<file path="src/rtl/oam_dma.sv">
`default_nettype none
// ============================================================================
// Module   : oam_dma
// Purpose  : Sprite-attribute DMA engine. A CPU write to $4014 (wr_page)
//            copies 256 bytes from {page,8'h00}..{page,8'hff} to the
//            OAMDATA port with one read and one write per byte. The start
//            is aligned to a free-running parity bit, so a transfer starts
//            after one or two idle cycles.
// Ports    : clk, reset            - clock, async active-high reset
//            wr_page, page         - start strobe and source page
//            bus_req/sel/rdy       - arbiter request, grant, slave ready
//            bus_addr/we/dout/oe   - master address, write enable, write
//                                    data and data-drive enable
//            bus_din               - read data
//            busy, done            - transfer in progress, end pulse
// Revision : 1.0 - initial release
// ============================================================================
module oam_dma #(
    parameter logic [15:0] OAMDATA = 16'h2004
) (
    input  logic        clk,
    input  logic        reset,
    input  logic        wr_page,
    input  logic [7:0]  page,
    output logic        bus_req,
    input  logic        bus_sel,
    input  logic        bus_rdy,
    output logic [15:0] bus_addr,
    output logic        bus_we,
    output logic [7:0]  bus_dout,
    output logic        bus_oe,
    input  logic [7:0]  bus_din,
    output logic        busy,
    output logic        done
);

    localparam logic [2:0] S_IDLE  = 3'd0;
    localparam logic [2:0] S_ALIGN = 3'd1;
    localparam logic [2:0] S_READ  = 3'd2;
    localparam logic [2:0] S_WRITE = 3'd3;
    localparam logic [2:0] S_FIN   = 3'd4;

    logic [2:0] r_state;
    logic       r_parity;
    logic       r_align_extra;   // one extra ALIGN cycle still owed
    logic [7:0] r_page;
    logic [7:0] r_index;
    logic [7:0] r_data;
    logic       r_busy;
    logic       r_done;

    logic       w_xfer_ok;
    logic       w_in_read;
    logic       w_in_write;

    // A bus cycle completes only on an edge where both grant and ready hold;
    // otherwise READ/WRITE simply repeat with unchanged index and data.
    assign w_xfer_ok  = bus_sel & bus_rdy;
    assign w_in_read  = (r_state == S_READ);
    assign w_in_write = (r_state == S_WRITE);

    always_ff @(posedge clk or posedge reset) begin
        if (reset) begin
            r_state       <= S_IDLE;
            r_parity      <= 1'b0;
            r_align_extra <= 1'b0;
            r_page        <= 8'h00;
            r_index       <= 8'h00;
            r_data        <= 8'h00;
            r_busy        <= 1'b0;
            r_done        <= 1'b0;
        end else begin
            r_parity <= ~r_parity;
            r_done   <= 1'b0;
            case (r_state)
                S_IDLE: begin
                    if (wr_page) begin
                        r_page        <= page;
                        r_index       <= 8'h00;
                        // Odd parity at the strobe costs one more align cycle.
                        r_align_extra <= r_parity;
                        r_busy        <= 1'b1;
                        r_state       <= S_ALIGN;
                    end
                end
                S_ALIGN: begin
                    if (r_align_extra) begin
                        r_align_extra <= 1'b0;
                    end else begin
                        r_state <= S_READ;
                    end
                end
                S_READ: begin
                    if (w_xfer_ok) begin
                        r_data  <= bus_din;
                        r_state <= S_WRITE;
                    end
                end
                S_WRITE: begin
                    if (w_xfer_ok) begin
                        // The index wraps to zero exactly as FIN is entered,
                        // so the wrap can never restart the copy.
                        r_index <= r_index + 8'd1;
                        r_state <= (r_index == 8'hff) ? S_FIN : S_READ;
                    end
                end
                S_FIN: begin
                    r_done  <= 1'b1;
                    r_busy  <= 1'b0;
                    r_state <= S_IDLE;
                end
                default: begin
                    r_state <= S_IDLE;
                end
            endcase
        end
    end

    // Bus outputs decode the registered state; everything driven toward the
    // shared bus is forced low whenever this master is not granted.
    assign bus_req  = w_in_read | w_in_write;
    assign bus_addr = !bus_sel   ? 16'h0000 :
                      w_in_read  ? {r_page, r_index} :
                      w_in_write ? OAMDATA : 16'h0000;
    assign bus_we   = bus_sel & w_in_write;
    assign bus_oe   = bus_we;
    assign bus_dout = bus_we ? r_data : 8'h00;
    assign busy     = r_busy;
    assign done     = r_done;

endmodule
`default_nettype wire
</file>
<file path="config.mk">
export PLATFORM = sky130hd
export DESIGN_NAME = oam_dma
export DESIGN_NICKNAME = d
export VERILOG_FILES = /design/src/rtl/oam_dma.sv
export SDC_FILE = /design/constraint.sdc
export NUM_CORES = 1
export LEC_CHECK = 0
export CAP_MARGIN = 15
export CELL_PAD_IN_SITES_DETAIL_PLACEMENT = 2
export CELL_PAD_IN_SITES_GLOBAL_PLACEMENT = 2
export CORE_AREA = 2 2 70 72
export CTS_CLUSTER_DIAMETER = 50
export DETAILED_ROUTE_END_ITERATION = 12
export DIE_AREA = 0 0 72 74
export DONT_BUFFER_PORTS = 1
export PLACE_DENSITY_LB_ADDON = 0.1
export SLEW_MARGIN = 25
export SYNTH_ARGS = -nofsm -noshare
export SYNTH_HDL_FRONTEND = slang
export SYNTH_SLANG_ARGS = --single-unit
export TNS_END_PERCENT = 50
</file>
<file path="constraint.sdc">
create_clock -name clk -period 1.8 [get_ports clk]
set_input_delay 0.27 -clock clk [delete_from_list [all_inputs] [get_ports clk]]
set_output_delay 0.27 -clock clk [all_outputs]
set_load 0.05 [all_outputs]
</file>
* Yosys cells after proc, flatten, opt, wreduce, memory -nomap -nowiden *
Cells that the tools add are included.

storage, ports and cells
  word-level logic and storage cells = 50
  register bits after elaboration = 31
  input port bits = 21

cells by class
  bitwise operators = 4
  add/sub/neg operators = 1
  muxes and demuxes = 18
  reductions and logical operators = 10
  equality and inequality tests = 9

operators by type and width
  kind                                            count
  two-way mux 16 bit                              2
  two-way mux 8 bit                               3
  one-hot mux 8 bit (2 select lines)              1
  two-way mux 3 bit                               5
  two-way mux 14 bit                              1
  one-hot mux 3 bit (4 select lines)              1
  adder 8 x 1 -> 8 bit (second input constant)    1
  == test 8 bit (second input constant)           1
  != test 2 bit (second input constant)           4
  AND reduction 2 bit                             4
  == test 3 x 2 -> 1 bit (second input constant)  2
  nonzero test 2 bit                              3
  one-hot mux 1 bit (2 select lines)              2
  AND reduction 4 bit                             1
  == test 3 x 1 -> 1 bit (second input constant)  1
  == test 3 bit (second input constant)           1
  zero test 3 bit                                 1
  two-way mux 1 bit                               3
  AND reduction 3 bit                             1
  bitwise AND 1 bit                               2
  NOT 1 bit                                       1
  bitwise OR 1 bit                                1

* Depth between registers and ports, before layout *
Gate-level depths: netlist of the first run.

  depth after elaboration = 4
  depth in mapped cells = 5

* Worst setup path after synthesis of the first run *
No wires, ideal clock.

  kind = register to output
  start = register r_state[2]
  end = output port bus_dout[0]
  path slack = -0.387 ns
  stages on the path, launching flop included = 4
  arrival time = 1.917 ns
  path through = dfrtp_1 and4b_1 clkbuf_1 and2_1

on the way
  word-level cells in the longest chain between the ends = 3

ends and longest elaborated chain
  element                 RTL line  text
  from (decl)             43        logic [2:0] r_state;
  from (signal assigned)  104       r_state <= (r_index == 8'hff) ? S_FIN : S_READ;
  == test 3 x 2 -> 1 bit  60        assign w_in_write = (r_state == S_WRITE);
  bitwise AND 1 bit       125       assign bus_we = bus_sel & w_in_write;
  via bus_oe              31        output logic bus_oe,
  two-way mux 8 bit       127       assign bus_dout = bus_we ? r_data : 8'h00;
  to (decl)               30        output logic [7:0] bus_dout,

The timed path passes the listed nets, and every way through them passes these cells.

* Worst setup path in the final report of the first run *
  start = register r_state[2]
  end = output port bus_addr[15]

on the way
  word-level cells in the longest chain between the ends = 3

ends and longest elaborated chain
  element                 RTL line  text
  == test 3 x 2 -> 1 bit  59        assign w_in_read = (r_state == S_READ);
  two-way mux 16 bit      123       w_in_read ? {r_page, r_index} :
  two-way mux 16 bit      122       assign bus_addr = !bus_sel ? 16'h0000 :
  to (decl)               28        output logic [15:0] bus_addr,

No other way between the ends.

==> results.txt, run 1 <==
----------------------------------------------------
[STA]
  Slew of the pin with the lowest slew margin ... 0.5024 ns
  Slew Limit Fails ... 0
  Setup skew after layout ... 0.005538 ns
  Hold Violations, Final ... 0
  Ratio of final minimum period to clock period ... 104.3%
  Relative slew slack ... 66.51%
  Final worst setup slack ... -0.07824 ns
  Total setup violations reported at the end of the flow ... 24
  Accumulated negative setup slack ... -1.140 ns
  Unrepaired setup endpoints after global routing ... yes
  Final min period ... 1.878 ns
  Highest Clock Rate ... 0.5324 GHz

[Clock tree]
  CTS tree ... done
  Number of buffers created by CTS ... 5
  Latest clock arrival within the worst-skew pair ... 0.28 ns
  Max Root-Sink Buffers ... 2
  Number of sinks driven by the clock tree ... 31
  H-tree depth ... 2
  Post-CTS clock slew at the launch and capture registers of the worst setup and hold paths ... 0.06 ns
  Root cell of the clock tree ... clkbuf_8

[Worst hold path]
  Cells on Worst Hold Path ... 2
  Worst min-delay path endpoint ... r_page[2]
  Hold_sp ... page[2]
  HP Class ... in2reg

[Yosys]
  Post-Syn Nets ... 184
  Count of flip-flops with a built-in enable after synthesis ... 0
  Yosys cell types ... 37
  Avg Inst Size Synth ... 10.04 sq um
  Cell taking the most area after synthesis ... dfrtp_1
  Most frequent cells after synthesis ... 31 x dfrtp_1, 29 x nand2_1, 23 x and2_1
  Predominant post-synthesis flop cell ... dfrtp_1
  Async set-or-reset flop fraction in the synthesized netlist ... 100.0%
  Portion of the post-synthesis area used by sequential elements ... 47.69%
  Synthesized area ... 1627 sq um
  Synth top area share ... 47.69%
  Post-Syn Instances ... 162
  Leading cell type by number of instances after synthesis ... dfrtp_1
  Top cells by area, synth ... dfrtp_1 48%, and2_1 8.8%, nand2_1 6.7%
  Register bit count reported by yosys ... 31
  Yosys warning count ... 0

[Die]
  Number of top-level pins ... 50
  Number of placement rows ... 25
  Area of the die ... 5328 sq um
  Area of the core region ... 4598 sq um
  Die Y ... 74 um
  Die width ... 72 um
  Starting density of the core ... 35.37%

[Final layout]
  Synthesis-to-layout area growth ... 50.15%
  Number of antenna diodes ... 0
  Share of cells above drive strength 1 ... 38.92%
  Net count of the finished layout ... 225
  Register area ... 778.2 sq um
  Final-layout fill cell count ... 451
  Final Core Density ... 53.12%
  Area of combinational cells with multiple inputs ... 830.8 sq um

[Routing]
  Count of nets left with antenna violations after detail routing ... 0
  DRC violations left ... 0
  Number of DRC markers after the initial detailed-route iteration ... 49
  Routed WL ... 5167 um
  Pre-antenna DRT Iters ... 4
  WL/cell ... 20.11 um
  Vias per inst ... 5.307
  Count of vias placed by the detailed router ... 1,364

[Worst setup path]
  Crit start category ... register
  Required time of the worst setup path ... 1.53 ns
  End of the worst register-to-register path ... r_index[2]
  Crit path from ... r_state[2]
  Reg-to-reg setup timing slack ... 0.05 ns
  Type of the setup path with the least slack ... reg2out
  Worst flop-to-flop path startpoint ... r_state[2]
  Data arrival at the endpoint of the critical path ... 1.61 ns
  Largest fanout on the critical path ... 12
  Worst R2R Path Depth ... 5
  Critical path endpoint category ... primary output

[Global route]
  Largest net degree at the start of global routing ... 32
  Vias in the first global route ... 1,538
  First-pass GRT wire length ... 8176 um
  Total GRT Usage ... 20.86%
  Remaining global-route overflow ... 0
  Number of antenna violations at the first check in global routing ... 0

[Status]
  Status ... complete, but fails checks
  Violations in the final reports ... setup timing

[Power and ir drop]
  Leakage component of the power ... 1.124 nW
  Worst vdd rail ir drop ... 0.4367 mV
  Pwr/cell area ... 993.2 nW/um^2

[Placed design]
  Post-placement setup slack ... 0.04054 ns
  Port Buffer Count ... 0
  Final HPWL DP ... 3601 um
  Placer Congestion ... 0.8841

[Flow run]
  Max Cap Viol ... 0

----------------------------------------------------
-- logic make-up after synthesis --
group                      after synthesis  share of synthesized area (%)
and+or+nand+nor                         80                          27.31
DFF                                     31                          47.69
AOI/OAI and AO/OA                       19                          9.385
adders and majority gates                1                         0.7691
buffers and inverters                   16                          4.923
muxes                                   15                          9.923
-- worst max path at each step --
stage | cells past startpoint | slack [ns] | end
finish | 4 | -0.08 | bus_addr[15]
global route | 4 | -0.17 | bus_addr[5]
CTS | 4 | -0.12 | bus_addr[15]
detailed placement | 3 | 0.04 | r_index[1]
global placement | 4 | 0.12 | bus_addr[6]
floorplan | 5 | -0.07 | bus_addr[10]
-- cell usage in the layout (no fill, tap or decap), types with 2 or more instances in the layout --
cell type  Yosys  final
nor3_1         3      3
and4b_1        2      2
and2_4         0     12
inv_1          6      6
nand2_1       29     29
o21ai_0        2      2
a211oi_1       3      3
mux2i_1        6      6
nand4_1        2      2
nand2b_1       5      5
buf_4          2     14
nand3_1        5      5
buf_12         0     24
clkbuf_8       0      6
buf_6          1      4
mux2_2         6      6
a21o_1         3      3
and2_1        23     11
nor2_1         2      2
a21oi_1        5      4
mux2_1         3      3
dfrtp_1       31     29
dfrtp_2        0      2
-- registers in the layout, summed over array words and instances (netlist names) --
name,cells
r_data,8
r_state,3
done,1
r_align_extra,1
busy,1
r_page,8
r_parity,1
r_index,8
-- worst max-delay path, stage by stage (launching register included) --
cell	delay (ns)
dfrtp_2	0.44
nor4bb_4	0.36
buf_6	0.19
and2_1	0.19
buf_12	0.15
-- what timing repair did --
item,CTS,global route
endpoints found under the setup margin,26,29
buffers inserted,4,2
hold buffers,1,0
resized for setup,19,6
pin swaps,4,7
endpoints found under the hold margin,31,0
-- metrics by stage --
stage / std cells / power (mW) / instance area (sq um) / hold WS (ns)
2_1_floorplan: 162 / 1.410 / 1637 / 0.3735
3_3_place_gp: 243 / 1.757 / 2230 / 0.2682
3_5_place_dp: 243 / 1.806 / 2230 / 0.2762
4_1_cts: 255 / 2.441 / 2407 / 0.09591
5_1_grt: 257 / 2.546 / 2442 / 0.1053
6_report: 257 / 2.426 / 2442 / 0.1008
-- power by group --
part | leakage (nW) | internal [mW] | switching (mW)
logic | 0.706 | 0.451 | 0.470
registers | 0.371 | 0.822 | 0.128
clock network | 0.0470 | 0.300 | 0.255
-- final cells by class --
cell class / count / area share [%]
timing repair buffer: 44 / 26.84
tap: 54 / 2.766
inverter: 6 / 0.9221
multi-input combinational: 115 / 34.02
clock inverter: 1 / 0.2049
clock buffer: 6 / 3.381
sequential: 31 / 31.86
-- metal layers --
| layer | wire length (um) | up-vias | track usage (%) |
|---|---|---|---|
| li1 | - | 628 | - |
| met1 | 2028 | 705 | 24.20 |
| met2 | 2927 | 26 | 38.89 |
| met3 | 172 | 5 | 4.743 |
| met4 | 39 | 0 | 5.660 |
| met5 | 0 | - | 0 |
No activity file was read; power rests on OpenSTA's default activity.
==> run 2, diff against run 1 <==
--- a/config.mk
+++ b/config.mk
@@ -14,7 +14,7 @@
 export DIE_AREA = 0 0 72 74
 export DONT_BUFFER_PORTS = 1
 export PLACE_DENSITY_LB_ADDON = 0.1
-export SLEW_MARGIN = 25
+export SLEW_MARGIN = 15
 export SYNTH_ARGS = -nofsm -noshare
 export SYNTH_HDL_FRONTEND = slang
 export SYNTH_SLANG_ARGS = --single-unit
==> results of run 2 <==
Final layout, timing and power as in run 1 (identical DEF).
==> run 3, diff against run 2 <==
--- a/config.mk
+++ b/config.mk
@@ -13,6 +13,7 @@
 export DETAILED_ROUTE_END_ITERATION = 12
 export DIE_AREA = 0 0 72 74
 export DONT_BUFFER_PORTS = 1
+export HOLD_SLACK_MARGIN = 0.06
 export PLACE_DENSITY_LB_ADDON = 0.1
 export SLEW_MARGIN = 15
 export SYNTH_ARGS = -nofsm -noshare
==> constraint.sdc (replaced) <==
create_clock -name clk -period 2 [get_ports clk]
set_input_delay 0.3 -clock clk [delete_from_list [all_inputs] [get_ports clk]]
set_output_delay 0.3 -clock clk [all_outputs]
set_load 0.05 [all_outputs]
==> run 3 against run 2 <==
Via count up 1.1%. Sequential power down 9.9%. Count of clock-buffer cells in the layout unchanged. Largest cell class unchanged. The flow now finishes without violations. Critical path type is now reg2reg. Design area down 1.3%. Combinational power down 14%.
==> results.txt, run 3 (synthesized netlist as in run 1, its figures left out) <==
----------------------------------------------------
[Worst hold path]
  HP Class ... in2reg (unchanged)
  Hold_sp ... page[2] (unchanged)
  Cells on Worst Hold Path ... 2 (unchanged)

[Final layout]
  Number of antenna diodes ... 0 (unchanged)
  Area of combinational cells with multiple inputs ... 790.8 sq um (was 830.8 sq um)
  Leading cell type in the layout, fill and taps excluded ... nand2_1
  Final Core Density ... 52.44% (was 53.12%)
  Share of cells above drive strength 1 ... 33.00% (was 38.92%)
  Most used cells in the layout excluding fill and tap cells ... 29 x nand2_1, 28 x dfrtp_1, 24 x buf_12 (was 29 x nand2_1, 29 x dfrtp_1, 24 x buf_12)
  Register area ... 779.5 sq um (was 778.2 sq um)
  Synthesis-to-layout area growth ... 48.23% (was 50.15%)
  Net count of the finished layout ... 224 (was 225)
  Final-layout fill cell count ... 450 (was 451)
  Biggest regs ... r_data (8), r_index (8), r_page (8) (unchanged)

[Clock tree]
  H-tree depth ... 2 (unchanged)
  Post-CTS clock slew at the launch and capture registers of the worst setup and hold paths ... 0.07 ns (was 0.06 ns)
  CTS tree ... done (unchanged)
  Max Root-Sink Buffers ... 2 (unchanged)
  Number of sinks driven by the clock tree ... 31 (unchanged)
  Latest clock arrival within the worst-skew pair ... 0.29 ns (was 0.28 ns)
  Number of buffers created by CTS ... 5 (unchanged)
  Root cell of the clock tree ... clkbuf_8 (unchanged)

[Power and ir drop]
  Worst vdd rail ir drop ... 0.4533 mV (was 0.4367 mV)
  Clock power share ... 28.8% (was 22.9%)
  Leakage component of the power ... 1.097 nW (was 1.124 nW)
  Fraction of power consumed by combinational cells ... 34.1% (was 38.0%)
  Switching fraction of total power ... 34.58% (was 35.18%)
  Share of total power in sequential cells ... 37.1% (was 39.2%)
  Overall power of the completed layout ... 2.307 mW (was 2.426 mW)
  P_int ... 1.509 mW (was 1.572 mW)
  Pwr/cell area ... 956.9 nW/um^2 (was 993.2 nW/um^2)
  Switching power total ... 797.7 uW (was 853.4 uW)

[Routing]
  Highest routing layer actually used ... met4 (unchanged)
  Number of DRC markers after the initial detailed-route iteration ... 78 (was 49)
  Detailed-route wire length on metal 1 ... 2187 um (was 2028 um)
  Pre-antenna DRT Iters ... 4 (unchanged)
  DRC violations left ... 0 (unchanged)
  Met2 wire len ... 2930 um (was 2927 um)
  Count of nets left with antenna violations after detail routing ... 0 (unchanged)
  Routed length on met3 ... 223 um (was 172 um)
  WL/cell ... 21.38 um (was 20.11 um)
  Routed WL ... 5494 um (was 5167 um)
  Vias per inst ... 5.366 (was 5.307)
  Count of vias placed by the detailed router ... 1,379 (was 1,364)

[STA]
  Ratio of final minimum period to clock period ... 96.46%
  Slew Limit Fails ... 0 (unchanged)
  Slew of the pin with the lowest slew margin ... 0.4937 ns (was 0.5024 ns)
  Relative slew slack ... 67.11% (was 66.51%)
  Total setup violations reported at the end of the flow ... 0 (was 24)
  Hold Violations, Final ... 0 (unchanged)
  Final min period ... 1.929 ns
  Setup skew after layout ... 0.006558 ns (was 0.005538 ns)
  Final worst setup slack ... 0.07079 ns (was -0.07824 ns)
  Highest Clock Rate ... 0.5183 GHz

[Die]
  Area of the core region ... 4598 sq um (unchanged)
  Number of placement rows ... 25 (unchanged)
  Number of top-level pins ... 50 (unchanged)
  Die Y ... 74 um (unchanged)
  Die width ... 72 um (unchanged)
  Starting density of the core ... 35.37% (unchanged)
  Area of the die ... 5328 sq um (unchanged)

[Status]
  Status ... completed (was complete, but fails checks)

[Global route]
  Remaining global-route overflow ... 0 (unchanged)
  Total GRT Usage ... 21.35% (was 20.86%)
  Vias in the first global route ... 1,582 (was 1,538)
  Largest net degree at the start of global routing ... 32 (unchanged)
  Number of antenna violations at the first check in global routing ... 0 (unchanged)
  First-pass GRT wire length ... 8252 um (was 8176 um)

[Worst setup path]
  Data arrival at the endpoint of the critical path ... 2.13 ns (was 1.61 ns)
  Critical path endpoint category ... register (was primary output)
  Worst flop-to-flop path startpoint ... r_state[0] (was r_state[2])
  Crit path from ... r_state[0] (was r_state[2])
  Required time of the worst setup path ... 2.20 ns (was 1.53 ns)
  Type of the setup path with the least slack ... reg2reg (was reg2out)
  Crit start category ... register (unchanged)
  Worst R2R Path Depth ... 4 (was 5)
  Largest fanout on the critical path ... 7 (was 12)

[Flow run]
  Max Cap Viol ... 0 (unchanged)

[Placed design]
  Port Buffer Count ... 0 (unchanged)
  Final HPWL DP ... 3564 um (was 3601 um)
  Post-placement setup slack ... 0.1244 ns (was 0.04054 ns)
  Placer Congestion ... 0.8049 (was 0.8841)

----------------------------------------------------
==> run 3: changes by cell type in the layout (fill, tap and decap cells not counted), moves of 2 or more <==
cell	before	now
buf_4	14	16
buf_6	4	2
and2_1	11	23
and2_4	12	0
==> run 3: layout make-up <==
class | count | area share (%)
clock buffers | 6 | 3.425
clock inverters | 2 | 1.453
inverters | 6 | 0.9341
multi-input cells | 115 | 32.80
flip-flops and latches | 31 | 32.33
well taps | 54 | 2.802
repair buffers | 43 | 26.26
==> run 3: through the flow <==
| stage | setup TNS, ns | hold slack (ns) | cells | instance area (sq um) |
|---|---|---|---|---|
| after floorplan | 0 | 0.3954 | 162 | 1628 |
| after global placement | 0 | 0.3007 | 239 | 2191 |
| after detailed placement | 0 | 0.3223 | 239 | 2191 |
| after CTS | 0 | 0.1010 | 251 | 2355 |
| after global routing | -0.02862 | 0.1074 | 257 | 2411 |
| final | 0 | 0.1139 | 257 | 2411 |
==> run 3: power by group through the flow <==
stage               Sequential [mW]  Combinational [mW]  Clock, mW
floorplan                     0.811               0.452          0
global placement              0.847               0.726          0
detailed placement            0.867               0.750          0
CTS                           0.853               0.789      0.678
global route                  0.875               0.827      0.705
finish                        0.856               0.788      0.663
==> run 3: worst max-delay path, cell delays in order, from the launching register on <==
cell and delay (ns):
dfrtp_2 0.45, buf_4 0.18, or3b_1 0.53, a2111oi_4 0.41, mux2i_1 0.26
==> run 3: routing by layer <==
layer / up-vias / track usage (%)
met5: - / 0
met4: 0 / 13.42
met3: 10 / 5.420
met2: 35 / 37.24
met1: 704 / 23.39
li1: 630 / -
==> run 3: path summary, 6_finish.rpt <==
check | end | slack, ns
max in group asynchronous | r_state[2] | 1.11
hold / removal | r_page[2] | 0.11
min in group asynchronous | r_data[0] | 0.56
hold reg to reg | r_parity | 0.42
setup / recovery | r_index[7] | 0.07
setup reg to reg | r_index[7] | 0.07
==> run 3: timing repair <==
item                                    CTS  global route
gates cloned                              1             0
resized for setup                         8             3
pin swaps                                 0             1
hold endpoints to repair                 31             0
hold buffers                              1             0
setup buffers                             2             6
endpoints found under the setup margin   24            13
